$ cat src/rtl/led_limit_if.sv
// led_limit_if: groups the rate strobe, requested LED levels and limited outputs.
// Ports: i_stb (strobe), i_led (requests), o_led (limited levels), o_busy (hold flags,
//        only with LED_LIMIT_BUSY_EN). master = driver side, slave = limiter side.
interface led_limit_if #(
    parameter int NUM_CH = 3
) ();
    logic              i_stb;
    logic [NUM_CH-1:0] i_led;
    logic [NUM_CH-1:0] o_led;
`ifdef LED_LIMIT_BUSY_EN
    logic [NUM_CH-1:0] o_busy;

    modport master (output i_stb, output i_led, input o_led, input o_busy);
    modport slave  (input i_stb, input i_led, output o_led, output o_busy);
`else
    modport master (output i_stb, output i_led, input o_led);
    modport slave  (input i_stb, input i_led, output o_led);
`endif
endinterface

$ cat src/rtl/led_limit.sv
// led_limit: per-channel LED toggle-rate limiter; after an accepted change a channel
//   ignores requests until HOLD_STB rate strobes have passed.
// Latency: 1 clock from a difference seen in READY to o_led; o_led is registered.
// Backpressure: none; requests arriving during a hold are dropped, not queued.
// Ports: i_clk, i_rst_n (synchronous, active-low), bus (led_limit_if.slave).
// Optional feature macro: LED_LIMIT_BUSY_EN adds bus.o_busy (per-channel hold flag).
module led_limit #(
    parameter int                NUM_CH   = 3,
    parameter int                HOLD_STB = 2,
    parameter logic [NUM_CH-1:0] INIT_LED = '0
) (
    input  logic      i_clk,
    input  logic      i_rst_n,
    led_limit_if.slave bus
);

    localparam int CW = $clog2(HOLD_STB + 1);

    localparam logic [0:0] ST_READY = 1'b0;
    localparam logic [0:0] ST_HOLD  = 1'b1;

    logic [NUM_CH-1:0]         led_q,   led_d;
    logic [NUM_CH-1:0]         state_q, state_d;
    logic [NUM_CH-1:0][CW-1:0] cnt_q,   cnt_d;

    always_comb begin
        led_d   = led_q;
        state_d = state_q;
        cnt_d   = cnt_q;
        for (int k = 0; k < NUM_CH; k++) begin
            if (state_q[k] == ST_READY) begin
                // Acceptance wins over a coincident strobe: the strobe of the
                // acceptance cycle is not counted against the hold.
                if (bus.i_led[k] != led_q[k]) begin
                    led_d[k]   = bus.i_led[k];
                    cnt_d[k]   = CW'(HOLD_STB);
                    state_d[k] = ST_HOLD;
                end
            end else begin
                // In HOLD the counter is always >= 1, so this never wraps.
                if (bus.i_stb) begin
                    cnt_d[k] = cnt_q[k] - CW'(1);
                    if (cnt_q[k] == CW'(1)) begin
                        state_d[k] = ST_READY;
                    end
                end
            end
        end
    end

    always_ff @(posedge i_clk) begin
        if (!i_rst_n) begin
            led_q   <= INIT_LED;
            state_q <= {NUM_CH{ST_READY}};
            cnt_q   <= '0;
        end else begin
            led_q   <= led_d;
            state_q <= state_d;
            cnt_q   <= cnt_d;
        end
    end

    assign bus.o_led = led_q;

`ifdef LED_LIMIT_BUSY_EN
    // ST_HOLD encodes as 1, so the registered state vector is the busy vector.
    assign bus.o_busy = state_q;
`endif

endmodule

$ cat src/flat_wrapper.sv
// flat-port wrapper written by rule: the top's interface ports become plain ports
module led_limit_flat 
#(
    parameter int                NUM_CH   = 3,
    parameter int                HOLD_STB = 2,
    parameter logic [NUM_CH-1:0] INIT_LED = '0
)
  (i_clk, i_rst_n, bus_i_stb, bus_i_led, bus_o_led);
  led_limit_if #(.NUM_CH(NUM_CH)) bus_i ();
  input  logic i_clk;
  input  logic i_rst_n;
  input wire logic [$bits(bus_i.i_stb)-1:0] bus_i_stb;
  input wire logic [$bits(bus_i.i_led)-1:0] bus_i_led;
  output wire logic [$bits(bus_i.o_led)-1:0] bus_o_led;
  assign bus_i.i_stb = bus_i_stb;
  assign bus_i.i_led = bus_i_led;
  assign bus_o_led = bus_i.o_led;
  led_limit #(.NUM_CH(NUM_CH), .HOLD_STB(HOLD_STB), .INIT_LED(INIT_LED)) u_core (.i_clk(i_clk), .i_rst_n(i_rst_n), .bus(bus_i));
endmodule
$ cat config.mk
export PLATFORM = sky130hd
export DESIGN_NAME = led_limit_flat
export DESIGN_NICKNAME = d
export VERILOG_FILES = /design/src/rtl/led_limit_if.sv /design/src/rtl/led_limit.sv /design/src/flat_wrapper.sv
export SDC_FILE = /design/constraint.sdc
export NUM_CORES = 1
export LEC_CHECK = 0
export ABC_AREA = 1
export CAP_MARGIN = 10
export CORE_AREA = 2 2 39 41
export DETAILED_ROUTE_END_ITERATION = 10
export DIE_AREA = 0 0 41 43
export GPL_TIMING_DRIVEN = 0
export PLACE_DENSITY = 0.7
export SYNTH_ARGS = -nofsm -noshare
export SYNTH_HDL_FRONTEND = slang
export SYNTH_SLANG_ARGS = --single-unit
$ cat constraint.sdc
create_clock -name i_clk -period 2.4 [get_ports i_clk]
set_input_delay 0.24 -clock i_clk [delete_from_list [all_inputs] [get_ports i_clk]]
set_output_delay 0.24 -clock i_clk [all_outputs]
set_load 0.005 [all_outputs]
==> impl_metrics.ini <==
[grt]
grt_util_all_layers = 0.144
grt_pass1_wl_mm = 1.69
grt_pass1_vias = 464
antenna_found_initial = 0
grt_max_degree = 8
grt-ovfl-total = 0

[min_path]
holdPathStages = 1
min_path_type = reg2reg

[worst_setup_path]
crit_slowest_cell = clkdlybuf4s50_1
path_class = reg2out
crit_path_max_fanout = 4
crit_path_end_kind = primary output
crit_path_cell_trace = clkdlybuf4s50_1
startpoint_type = flop
slowest_delay_ps = 520
critPathArrivalTime_ps = 1150
r2r_cells = 5
crit_buf_inv = 1
required_ps = 2160
crit_family = buffers and inverters
path_depth = 1

[sta]
finalCriticalPeriod_ps = 1390
post-route-period-util = 0.581
finalClockSkew_ps = 2.04
fin_ws_ps = 1010
setup_violations = 0
relSlewSlack = 0.847
setup_tns_ps = 0
whs_ps = 461
max_freq_mhz = 717
worstMarginPinSlew_ps = 229
hold_violations = 0
maxSlewViolCount = 0
rsz0062_at_grt = no

[synth]
synth_area_leaders = dfxtp_1 (42%), nand2_1 (15%), inv_1 (11%)
synthMuxAreaShare = 0
synth_top_family_by_area = simple AND/OR/NAND/NOR gates
synthCells = 83
synthDistinctLibCells = 12
synth_xor_area_frac = 0
yosysTopAreaCellShare = 0.425
synth-seq-cells = 12
synthesis.nets = 92
yosysMostFrequentCell = nand2_1
synth_enable_flop_cells = 0
yosys_warnings = 0
synth_compound_area_frac = 0.142
synth-simple-area-share = 0.248
avgSynthCellArea_um2 = 6.81
synth_common_cells = nand2_1 (22), inv_1 (17), dfxtp_1 (12), a21oi_1 (9), nand3_1 (6)
syn_area_um2 = 566
yosys.area.top_type = dfxtp_1
async_flop_share = 0
synth-seq-area-share = 0.425
synthFlopType = dfxtp_1
synth_fa_ha_area_frac = 0.0664

[placed_design]
place_area_um2 = 666
place_inst = 107
place_ws_ps = 1050
gp_congestion = 0.728
dpl.hpwl_um = 784
portBuffers = 8

[floorplanning]
chipHeight_um = 43
dieWidth_um = 41
die_area_mm2 = 0.00176
pin_count = 9
start_util = 0.409
std_cell_rows = 14
coreArea_mm2 = 0.00138

[clock_network]
postCtsSetupRepairBufs = 0
cts_hold_buffers = 0
htreeDepth = 1
clk_pin_slew_ps = 70
cts_sinks = 12
cts_buffers = 3
cts_root_buf = clkbuf_4
clockBufferDepth = 2
clock_latency_ps = 260
cts_resized = 0
cts_tree = built

[detailed_routing]
drc = 0
drt_iter0_drc = 3
ant_nets = 0
num_vias = 510
via_per_inst = 4.64
detail_route.wl_per_cell_um = 9.04
wl_um = 994
firstDrtPassIters = 4

[final_layout]
final_nets = 105
stdcell_count = 110
antenna_cells = 0
design_area_um2 = 688
final_util = 0.497
post_route_cells_drive_above_1_share = 0.0426
syn_to_final_growth_pct = 21.7

[run_status]
status = finished clean

[flow_run]
cap_violations = 0

[power]
power_density_mw_per_mm2 = 642
p_total_mw = 0.442
peakVddDrop_mv = 0.292
p_leak_nw = 0.358
==> final timing paths <==
path / startpoint / end / slack, ps
setup / recovery: u_core.bus.o_led[0] / bus_o_led[0] / 1010
hold / removal: u_core.cnt_q[4] / u_core.cnt_q[4] / 460
setup reg to reg: u_core.cnt_q[0] / u_core.cnt_q[1] / 1440
hold reg to reg: u_core.cnt_q[4] / u_core.cnt_q[4] / 460
==> cell type report <==
type / instances / area (µm²)
Multi-Input combinational cell: 53 / 258
Tap cell: 16 / 20.0
Fill cell: 141 / 696
Timing Repair Buffer: 8 / 80.1
Inverter: 18 / 67.6
Clock buffer: 3 / 22.5
Sequential cell: 12 / 240
==> kinds of logic after synthesis <==
| kind of cell | Yosys count |
|---|---|
| buffers and inverters | 18 |
| flip-flops | 12 |
| AO/OA/AOI/OAI | 16 |
| AND/OR/NAND/NOR | 34 |
| adder cells (fa/ha/maj) | 3 |
==> cells in the final DEF (no fill, tap or decap) <==
| cell | count |
|---|---|
| a21oi_1 | 9 |
| nor2_1 | 4 |
| dfxtp_1 | 12 |
| inv_1 | 17 |
| nand3_1 | 6 |
| o21ai_1 | 2 |
| or2_0 | 1 |
| nand2_1 | 22 |
| o21ai_0 | 5 |
| clkdlybuf4s50_1 | 8 |
| and3_1 | 1 |
| inv_2 | 1 |
| clkbuf_4 | 3 |
| ha_1 | 3 |
==> flip-flops by register name, summed over array words and instances (netlist names) <==
register / cells
u_core.cnt_q: 6
u_core.state_q: 3
u_core.bus.o_led: 3
==> layer usage <==
metal / global-route usage / vias up / wire length (µm)
li1: - / 283 / -
met1: 0.166 / 218 / 478
met2: 0.222 / 7 / 462
met3: 0.0314 / 2 / 44
met4: 0.100 / 0 / 9
met5: 0 / - / 0
==> where the power goes <==
group,leakage [nW],switching [mW],total [mW],internal [mW]
combinational,0.244,0.0474,0.0911,0.0437
clock,0.0138,0.0559,0.114,0.0578
sequential,0.0998,0.0157,0.237,0.222
total,0.358,0.119,0.442,0.323
(Power assumes the default switching activity.)
